[src/rtl/tile_write_if.sv]
// Character stream and tile RAM write bus shared by the tile write controller
// and its producer/consumer side.
interface tile_write_if;
  logic        ch_valid;
  logic [6:0]  ch_data;
  logic        ch_ready;
  logic        ram_we;
  logic [11:0] ram_addr;
  logic [6:0]  ram_din;

  modport master (
    output ch_valid,
    output ch_data,
    input  ch_ready,
    input  ram_we,
    input  ram_addr,
    input  ram_din
  );

  modport slave (
    input  ch_valid,
    input  ch_data,
    output ch_ready,
    output ram_we,
    output ram_addr,
    output ram_din
  );
endinterface

[src/rtl/tile_write_ctrl.sv]
// Sole writer of the text-screen tile RAM: owns the cursor, decodes the
// character stream and control codes, and sweeps the screen blank on clear.
module tile_write_ctrl #(
  parameter int unsigned MAX_X = 40,
  parameter int unsigned MAX_Y = 20,
  parameter logic [6:0]  BLANK = 7'h20
) (
  input  logic        clk,
  input  logic        reset,
  tile_write_if.slave bus,
  input  logic        move_up,
  input  logic        move_down,
  input  logic        move_left,
  input  logic        move_right,
  input  logic        clr_req,
  output logic [6:0]  cur_x,
  output logic [4:0]  cur_y,
  output logic        busy
);

  typedef enum logic [0:0] {
    ST_CLEAR = 1'b0,
    ST_IDLE  = 1'b1
  } state_e;

  localparam logic [6:0] LAST_X       = 7'(MAX_X - 1);
  localparam logic [4:0] LAST_Y       = 5'(MAX_Y - 1);
  localparam logic [4:0] SWEEP_DONE_Y = 5'(MAX_Y);
  localparam logic [6:0] CH_BS        = 7'h08;
  localparam logic [6:0] CH_LF        = 7'h0A;
  localparam logic [6:0] CH_FF        = 7'h0C;
  localparam logic [6:0] CH_CR        = 7'h0D;

  state_e      state_q, state_d;
  logic        ram_we_q, ram_we_d;
  logic [11:0] ram_addr_q, ram_addr_d;
  logic [6:0]  ram_din_q, ram_din_d;
  logic [6:0]  cx_q, cx_d;
  logic [4:0]  cy_q, cy_d;
  logic [6:0]  sx_q, sx_d;
  logic [4:0]  sy_q, sy_d;

  logic        accept;
  logic        is_print;
  logic        x_at_end;
  logic [6:0]  adv_x;
  logic [4:0]  adv_y;
  logic [4:0]  down_y;
  logic [4:0]  up_y;
  logic [6:0]  left_x;

  assign bus.ch_ready = (state_q == ST_IDLE) && !clr_req;
  assign accept       = bus.ch_valid && bus.ch_ready;
  assign is_print     = (bus.ch_data >= 7'h20) && (bus.ch_data <= 7'h7E);

  // Neighbour positions of the cursor; advance and move-right share one wrap rule.
  assign x_at_end = (cx_q == LAST_X);
  assign down_y   = (cy_q == LAST_Y) ? 5'd0 : cy_q + 5'd1;
  assign up_y     = (cy_q == 5'd0) ? LAST_Y : cy_q - 5'd1;
  assign left_x   = (cx_q == 7'd0) ? LAST_X : cx_q - 7'd1;
  assign adv_x    = x_at_end ? 7'd0 : cx_q + 7'd1;
  assign adv_y    = x_at_end ? down_y : cy_q;

  assign bus.ram_we   = ram_we_q;
  assign bus.ram_addr = ram_addr_q;
  assign bus.ram_din  = ram_din_q;
  assign cur_x        = cx_q;
  assign cur_y        = cy_q;
  assign busy         = (state_q == ST_CLEAR);

  // State register.
  always_ff @(posedge clk or posedge reset) begin
    if (reset) begin
      state_q <= ST_CLEAR;
    end else begin
      state_q <= state_d;
    end
  end

  // Next-state: clear ends one cycle after the last sweep write so busy covers it.
  always_comb begin
    state_d = state_q;
    case (state_q)
      ST_CLEAR: begin
        if (sy_q == SWEEP_DONE_Y) state_d = ST_IDLE;
        else                      state_d = ST_CLEAR;
      end
      ST_IDLE: begin
        if (clr_req)                              state_d = ST_CLEAR;
        else if (accept && bus.ch_data == CH_FF)  state_d = ST_CLEAR;
        else                                      state_d = ST_IDLE;
      end
      default: state_d = ST_CLEAR;
    endcase
  end

  // Output/datapath decode: priority clr_req > accepted character > move tick.
  always_comb begin
    ram_we_d   = 1'b0;
    ram_addr_d = ram_addr_q;
    ram_din_d  = ram_din_q;
    cx_d       = cx_q;
    cy_d       = cy_q;
    sx_d       = sx_q;
    sy_d       = sy_q;
    case (state_q)
      ST_CLEAR: begin
        if (sy_q == SWEEP_DONE_Y) begin
          cx_d = 7'd0;
          cy_d = 5'd0;
        end else begin
          ram_we_d   = 1'b1;
          ram_addr_d = {sy_q, sx_q};
          ram_din_d  = BLANK;
          if (sx_q == LAST_X) begin
            sx_d = 7'd0;
            sy_d = sy_q + 5'd1;
          end else begin
            sx_d = sx_q + 7'd1;
          end
        end
      end
      ST_IDLE: begin
        if (clr_req) begin
          sx_d = 7'd0;
          sy_d = 5'd0;
        end else if (accept) begin
          if (is_print) begin
            ram_we_d   = 1'b1;
            ram_addr_d = {cy_q, cx_q};
            ram_din_d  = bus.ch_data;
            cx_d       = adv_x;
            cy_d       = adv_y;
          end else begin
            case (bus.ch_data)
              CH_CR: cx_d = 7'd0;
              CH_LF: cy_d = down_y;
              CH_BS: begin
                if (cx_q != 7'd0) begin
                  ram_we_d   = 1'b1;
                  ram_addr_d = {cy_q, cx_q - 7'd1};
                  ram_din_d  = BLANK;
                  cx_d       = cx_q - 7'd1;
                end else if (cy_q != 5'd0) begin
                  ram_we_d   = 1'b1;
                  ram_addr_d = {cy_q - 5'd1, LAST_X};
                  ram_din_d  = BLANK;
                  cx_d       = LAST_X;
                  cy_d       = cy_q - 5'd1;
                end else begin
                  cx_d = cx_q;
                end
              end
              CH_FF: begin
                sx_d = 7'd0;
                sy_d = 5'd0;
              end
              default: cx_d = cx_q;
            endcase
          end
        end else if (move_up) begin
          cy_d = up_y;
        end else if (move_down) begin
          cy_d = down_y;
        end else if (move_left) begin
          cx_d = left_x;
        end else if (move_right) begin
          cx_d = adv_x;
          cy_d = adv_y;
        end else begin
          cx_d = cx_q;
        end
      end
      default: ram_we_d = 1'b0;
    endcase
  end

  // Datapath registers.
  always_ff @(posedge clk or posedge reset) begin
    if (reset) begin
      ram_we_q   <= 1'b0;
      ram_addr_q <= 12'd0;
      ram_din_q  <= 7'd0;
      cx_q       <= 7'd0;
      cy_q       <= 5'd0;
      sx_q       <= 7'd0;
      sy_q       <= 5'd0;
    end else begin
      ram_we_q   <= ram_we_d;
      ram_addr_q <= ram_addr_d;
      ram_din_q  <= ram_din_d;
      cx_q       <= cx_d;
      cy_q       <= cy_d;
      sx_q       <= sx_d;
      sy_q       <= sy_d;
    end
  end

endmodule

[src/flat_wrapper.sv]
// flat-port wrapper written by rule: the top's interface ports become plain ports
module tile_write_ctrl_flat 
#(
  parameter int unsigned MAX_X = 40,
  parameter int unsigned MAX_Y = 20,
  parameter logic [6:0]  BLANK = 7'h20
)
  (clk, reset, move_up, move_down, move_left, move_right, clr_req, cur_x, cur_y, busy, bus_ch_valid, bus_ch_data, bus_ch_ready, bus_ram_we, bus_ram_addr, bus_ram_din);
  tile_write_if bus_i ();
  input  logic clk;
  input  logic reset;
  input  logic move_up;
  input  logic move_down;
  input  logic move_left;
  input  logic move_right;
  input  logic clr_req;
  output logic [6:0] cur_x;
  output logic [4:0] cur_y;
  output logic busy;
  input wire logic [$bits(bus_i.ch_valid)-1:0] bus_ch_valid;
  input wire logic [$bits(bus_i.ch_data)-1:0] bus_ch_data;
  output wire logic [$bits(bus_i.ch_ready)-1:0] bus_ch_ready;
  output wire logic [$bits(bus_i.ram_we)-1:0] bus_ram_we;
  output wire logic [$bits(bus_i.ram_addr)-1:0] bus_ram_addr;
  output wire logic [$bits(bus_i.ram_din)-1:0] bus_ram_din;
  assign bus_i.ch_valid = bus_ch_valid;
  assign bus_i.ch_data = bus_ch_data;
  assign bus_ch_ready = bus_i.ch_ready;
  assign bus_ram_we = bus_i.ram_we;
  assign bus_ram_addr = bus_i.ram_addr;
  assign bus_ram_din = bus_i.ram_din;
  tile_write_ctrl #(.MAX_X(MAX_X), .MAX_Y(MAX_Y), .BLANK(BLANK)) u_core (.clk(clk), .reset(reset), .bus(bus_i), .move_up(move_up), .move_down(move_down), .move_left(move_left), .move_right(move_right), .clr_req(clr_req), .cur_x(cur_x), .cur_y(cur_y), .busy(busy));
endmodule
[config.mk]
export PLATFORM = sky130hd
export DESIGN_NAME = tile_write_ctrl_flat
export DESIGN_NICKNAME = d
export VERILOG_FILES = /design/src/rtl/tile_write_if.sv /design/src/rtl/tile_write_ctrl.sv /design/src/flat_wrapper.sv
export SDC_FILE = /design/constraint.sdc
export NUM_CORES = 1
export LEC_CHECK = 0
export ABC_CLOCK_PERIOD_IN_PS = 3300
export CORE_ASPECT_RATIO = 0.9
export CORE_MARGIN = 2
export CORE_UTILIZATION = 55
export DETAILED_ROUTE_END_ITERATION = 8
export MAX_ROUTING_LAYER = met4
export PLACE_DENSITY_LB_ADDON = 0.25
export SLEW_MARGIN = 20
export SYNTH_ARGS = -nofsm -noshare
export SYNTH_HDL_FRONTEND = slang
export SYNTH_SLANG_ARGS = --single-unit
[constraint.sdc]
create_clock -name clk -period 3.3 [get_ports clk]
set_input_delay 0.99 -clock clk [delete_from_list [all_inputs] [get_ports clk]]
set_output_delay 0.99 -clock clk [all_outputs]
set_load 0.02 [all_outputs]
== Word-level counts from Yosys, hierarchy flattened ==
Index checks and enable logic that the tools add are counted.
W data, S select, Z words.

* Register bits: 45
* Input port bits: 15
* Output and inout port bits: 34
* Logic and storage cells: 130

* Add/subtract/negate cells: 6
* Order comparisons: 2
* Equality and inequality tests: 28
* Multiplexer cells: 71
* Bitwise logic cells: 1
* Reductions and logical operators: 14

{| class="wikitable"
|+ Operator list
! kind !! count
|-
| $mux W7 || 25
|-
| $mux W5 || 19
|-
| $mux W12 || 7
|-
| $pmux W7 S2 || 4
|-
| $ne A5 B5 Y1 const B || 6
|-
| $pmux W5 S2 || 3
|-
| $eq A7 B4 Y1 const B || 4
|-
| $pmux W12 S2 || 1
|-
| $ne A3 B3 Y1 const B || 6
|-
| $add A7 B1 Y7 const B || 2
|-
| $eq A7 B6 Y1 const B || 2
|-
| $reduce_and A7 Y1 || 2
|-
| $add A5 B1 Y5 const B || 2
|-
| $eq A5 B5 Y1 const B || 2
|-
| $mux W1 || 10
|-
| $reduce_and A5 Y1 || 2
|-
| $ne A4 B4 Y1 const B || 2
|-
| $ge A7 B6 Y1 const B || 1
|-
| $le A7 B7 Y1 const B || 1
|-
| $logic_not A7 Y1 || 1
|-
| $reduce_bool A7 Y1 || 1
|-
| $sub A7 B1 Y7 const B || 1
|-
| $ne A2 B2 Y1 const B || 3
|-
| $ne A6 B6 Y1 const B || 1
|-
| other kinds (9) || 14
|}

== Logic depth before layout (Yosys ltp) ==
* Depth in word-level cells: 10
* Depth in mapped cells: 11
* Gate-level depth less buffers: 9

== Least setup slack after synthesis ==
No wires, ideal clock.

* Path type: in2reg
* From: in bus_ch_data[0]
* To: reg u_core.cy_q[3] (netlist: u_core.cur_y[3])
* Setup time: 65 ps
* Data arrival time: 2722 ps
* Data required time: 3235 ps
* Slack: 512 ps
* Cell stages on the path: 7
* Path buffers: 1
* Cells stage by stage: or4_4 or2_0 buf_6 mux2_4 a311oi_2 o221a_1 o22a_1

* Cells in the longest elaborated chain, start to end: 6
* Elaborated cells between the ends (all ways): 14
* Classes of those cells: 2 x order compare; 5 x eq/ne; 5 x mux; 2 x reduce/logical

{| class="wikitable"
|+ Ends and longest elaborated chain
! what !! RTL line !! text
|-
| from (decl) || flat_wrapper.sv:21 || <nowiki>input wire logic [$bits(bus_i.ch_data)-1:0] bus_ch_data;</nowiki>
|-
| $ge A7 B6 Y1, or another cell as far along || tile_write_ctrl.sv:54 || <nowiki>assign is_print = (bus.ch_data >= 7'h20) && (bus.ch_data <= 7'h7E);</nowiki>
|-
| $logic_and A1 B1 Y1 / $pmux W5 S2 (equally long branches) || tile_write_ctrl.sv:54, tile_write_ctrl.sv:135 ||
|-
| $mux W5 || tile_write_ctrl.sv:128 || <nowiki>if (is_print) begin</nowiki>
|-
| $mux W5 || tile_write_ctrl.sv:127 || <nowiki>end else if (accept) begin</nowiki>
|-
| $mux W5 || tile_write_ctrl.sv:124 || <nowiki>if (clr_req) begin</nowiki>
|-
| $pmux W5 S2 || tile_write_ctrl.sv:106 || <nowiki>case (state_q)</nowiki>
|-
| to (signal assigned) || tile_write_ctrl.sv:193 || <nowiki>cy_q <= cy_d;</nowiki>
|-
| to (decl) || tile_write_ctrl.sv:39 || <nowiki>logic [4:0] cy_q, cy_d;</nowiki>
|}

Several ways; a longest one is shown, not always the timed one. The select of a mux whose other input is x is not followed.
A chain may end at the register's enable or synchronous reset.

== Final worst setup path ==
* From: in bus_ch_data[3]
* To: reg u_core.cx_q[3] (netlist: u_core.cur_x[3])

* Cells in the longest elaborated chain, start to end: 6
* Elaborated cells between the ends (all ways): 13
* Classes of those cells: 2 x order compare; 4 x eq/ne; 5 x mux; 2 x reduce/logical

{| class="wikitable"
|+ Ends and longest elaborated chain
! what !! RTL line !! text
|-
| $ge A7 B6 Y1, or another cell as far along || tile_write_ctrl.sv:54 ||
|-
| $logic_and A1 B1 Y1 / $pmux W7 S2 (equally long branches) || tile_write_ctrl.sv:54, tile_write_ctrl.sv:135 ||
|-
| $mux W7 || tile_write_ctrl.sv:128 ||
|-
| $mux W7 || tile_write_ctrl.sv:127 ||
|-
| $mux W7 || tile_write_ctrl.sv:124 ||
|-
| $pmux W7 S2 || tile_write_ctrl.sv:106 ||
|-
| to (signal assigned) || tile_write_ctrl.sv:184 || <nowiki>cx_q <= 7'd0;</nowiki>
|-
| to (signal assigned) || tile_write_ctrl.sv:192 || <nowiki>cx_q <= cx_d;</nowiki>
|-
| to (decl) || tile_write_ctrl.sv:38 || <nowiki>logic [6:0] cx_q, cx_d;</nowiki>
|}

Several ways; a longest one is shown, not always the timed one. The select of a mux whose other input is x is not followed.

==> out/results.tsv <==
metric	value	unit
cellPowerDensity	477	nW/um^2
via_per_inst	6.31	
cp_slowest_stage_delay	0.48	ns
preCtsSetupSlack	-0.216	ns
fmax	320	MHz
drive_above_1_share	12.7	%
yosysWarnings	0	
die_width	84.6	um
drt_drc_violations_left	0	
hold_buffers	0	
yosysSeqAreaShare	35.0	%
peakVddDrop	369	uV
grt_usage	30.6	%
whs_path_depth	1	
fin_nets	494	
die_h	76.6	um
finalHoldViolCount	0	
io-pin-count	49	
synth_edf_count	0	
status	complete, no violations	
postPlaceCellArea	3970	um^2
crit_family	compound AO/OA/AOI/OAI gates	
synthAdderAreaFrac	2.72	%
setup_tns	0	ns
async_flop_share	100	%
fillCellCount	489	
met1_usage	42.9	%
die_area	6480	um^2
grt_pass1_vias	3160	
ys_ff_latch	45	
rsz0062_at_grt	false	
wl_per_cell	17.5	um
fin_skew	0.00860	ns
yosys.cell_count.top_type	nand2_1	
clock_sinks	45	
cp-start-kind	input port	
via_count	3427	
htree_levels	2	
grt_max_degree	23	
cts_setup_buffers	0	
grtUsageMet3	4.44	%
placed_cells	535	
synth_xor_area_share	2.72	%
setup_viol	0	
required	3.51	ns
synthMuxAreaShare	2.95	%
cp_num_buf_inv	2	
core-area	5660	um^2
io_buffer_count	48	
clk_latency	0.30	ns
avgSynthCellArea	7.91	um^2
gp_congestion	0.975	
synth_top_area_cell	dfrtp_1	
areaGrowthSynthToFinish	27.0	%
slew_violations	0	
synth.area.top_cells	dfrtp_1, nand2_1, o21ai_0	
synthSimpleGateAreaFrac	26.8	%
grt_pass1_wl	15.5	mm
clk_pin_slew	0.09	ns
initial_utilization	56.9	%
grtUsageMet2	46.7	%
setup_ws	0.178	ns
crit_slowest_cell	or3b_2	
fin_cells	543	
ys_types	63	
power.leakage	1.74	nW
slew-limit-headroom	48.6	%
crit_arrival	3.33	ns
synth_top_family_by_area	simple AND/OR/NAND/NOR gates	
postSynthNetCount	429	
antenna_found_initial	0	
cap_viol_max_count	0	
critPathKind	in -> reg	
cts_made_buffers	5	
rows	26	
antenna_left	0	
ys_top_cells_by_count	nand2_1, dfrtp_1, nor2_1, o21ai_0, clkbuf_1	
critPathMaxFanout	6	
syn_area	3220	um^2
drtPass1Iterations	5	
tightestPinTransition	0.765	ns
min_period	3.12	ns
cts_buffer_depth	2	
cts_root_buffer	clkbuf_8	
top_usage_layer	met2	
diodes	0	
path_cells	clkdlybuf4s50_1 -> or3b_2 -> o311ai_0 -> o311ai_1 -> buf_4 -> or2_2 -> o31ai_1	
cts_tree	yes	
synth_flop_cell	dfrtp_1	
synthCells	407	
synth_top_area_share	35.0	%
crit_cells	7	
design_area	4090	um^2
drt_iter0_drc	280	
wl	9.50	mm
grt_overflow_total	0	
end_kind	flip-flop	
postLayoutCoreUtil	72.2	%
hold_path.class	reg -> reg	
min_period_over_period	94.6	%
hpwl	7.05	mm
reg2reg_depth	8	
synth_compound_area_share	24.5	%
==> layer usage <==
| metal | part of all wire, % | up-vias |
|---|---|---|
| li1 | - | 1604 |
| met1 | 45 | 1625 |
| met2 | 45 | 180 |
| met3 | 8.0 | 18 |
| met4 | 2.1 | 0 |
| met5 | 0 | - |
==> final timing paths <==
check / start / endpoint / slack [ns]
max in group asynchronous: reset / u_core.sy_q[3]$_DFFE_PP0P_ / 1.73
worst max register to register: u_core.cur_y[0]$_DFFE_PP0P_ / u_core.cur_y[4]$_DFFE_PP0P_ / 0.57
worst min register to register: u_core.bus.ram_addr[9]$_DFFE_PP0P_ / u_core.bus.ram_addr[9]$_DFFE_PP0P_ / 0.48
worst min-delay path: u_core.bus.ram_addr[9]$_DFFE_PP0P_ / u_core.bus.ram_addr[9]$_DFFE_PP0P_ / 0.48
min in group asynchronous: reset / u_core.bus.ram_we$_DFF_PP0_ / 1.00
worst max-delay path: bus_ch_data[3] / u_core.cur_x[3]$_DFFE_PP0P_ / 0.18
==> through the flow <==
stage / total power, mW / hold slack [ns]
2_1_floorplan: 1.21 / 0.469
3_3_place_gp: 1.48 / 0.459
3_5_place_dp: 1.50 / 0.459
4_1_cts: 1.95 / 0.486
5_1_grt: 2.06 / 0.502
6_report: 1.95 / 0.481
==> registers in the layout, summed over array words and instances, names as in the netlist <==
signal and flops:
u_core.cur_x 7, u_core.bus.ram_addr 12, u_core.sy_q 5, u_core.state_q 1, u_core.bus.ram_we 1, u_core.bus.ram_din 7, u_core.sx_q 7, u_core.cur_y 5
==> power breakdown <==
| group | switching (mW) | internal [mW] |
|---|---|---|
| combinational | 0.365 | 0.327 |
| sequential | 0.142 | 0.667 |
| clock | 0.203 | 0.247 |
| total | 0.709 | 1.24 |
==> cells in the final DEF, fill, tap and decap left out, types with 2 or more instances in the layout <==
| master | synthesis | routed |
|---|---|---|
| nand4_1 | 10 | 10 |
| buf_4 | 0 | 37 |
| ha_1 | 7 | 7 |
| or3_1 | 3 | 3 |
| a21o_1 | 6 | 6 |
| nor3_1 | 12 | 12 |
| a32oi_1 | 2 | 2 |
| o211ai_1 | 6 | 6 |
| nor4_1 | 3 | 3 |
| clkdlybuf4s50_1 | 0 | 47 |
| nor2_1 | 38 | 38 |
| dfrtp_1 | 45 | 45 |
| o21ai_0 | 38 | 38 |
| nand2_1 | 51 | 51 |
| o21ai_1 | 2 | 2 |
| a211oi_1 | 10 | 10 |
| o21a_1 | 3 | 3 |
| a22o_1 | 2 | 2 |
| inv_1 | 13 | 12 |
| nand4b_1 | 2 | 2 |
| mux2i_1 | 8 | 8 |
| nand2b_1 | 7 | 7 |
| a21oi_1 | 17 | 17 |
| and2_1 | 5 | 5 |
| nand3_1 | 18 | 18 |
| xor2_1 | 4 | 4 |
| clkbuf_8 | 0 | 6 |
| and3_1 | 4 | 4 |
| a31oi_1 | 7 | 7 |
| nor2b_1 | 5 | 5 |
| o22ai_1 | 3 | 3 |
| or2_2 | 5 | 5 |
| a311oi_1 | 2 | 2 |
| o31ai_1 | 5 | 5 |
| o41ai_1 | 3 | 3 |
| xnor2_1 | 6 | 6 |
==> timing repair <==
action / CTS / global route
endpoints found under the hold margin: 0 / 0
gates resized for setup: 0 / 2
endpoints found under the setup margin: 0 / 5
==> worst register-to-register path: stages (launching register included) <==
cell	delay, ns
dfrtp_1	0.50
inv_1	0.18
ha_1	0.18
or4b_2	0.65
a31oi_1	0.28
nor4b_1	0.11
o22ai_2	0.30
a31oi_1	0.07
a211oi_1	0.33
==> final cells by class <==
class	count	area, um^2	share of cell area (%)
flip-flops and latches	45	1130	27.5
repair buffers	86	781	19.1
clock inverters	2	37.5	0.918
clock buffers	6	82.6	2.02
multi-input cells	320	1920	47.0
inverters	14	52.6	1.29
well taps	70	87.6	2.14
==> logic make-up after synthesis <==
family,Yosys count
buffers and inverters,42
multiplexers,9
adder cells (fa/ha/maj),7
XOR/XNOR,10
AO/OA/AOI/OAI,120
AND/OR/NAND/NOR,174
flip-flops,45
No activity file was read; power rests on OpenSTA's default activity.
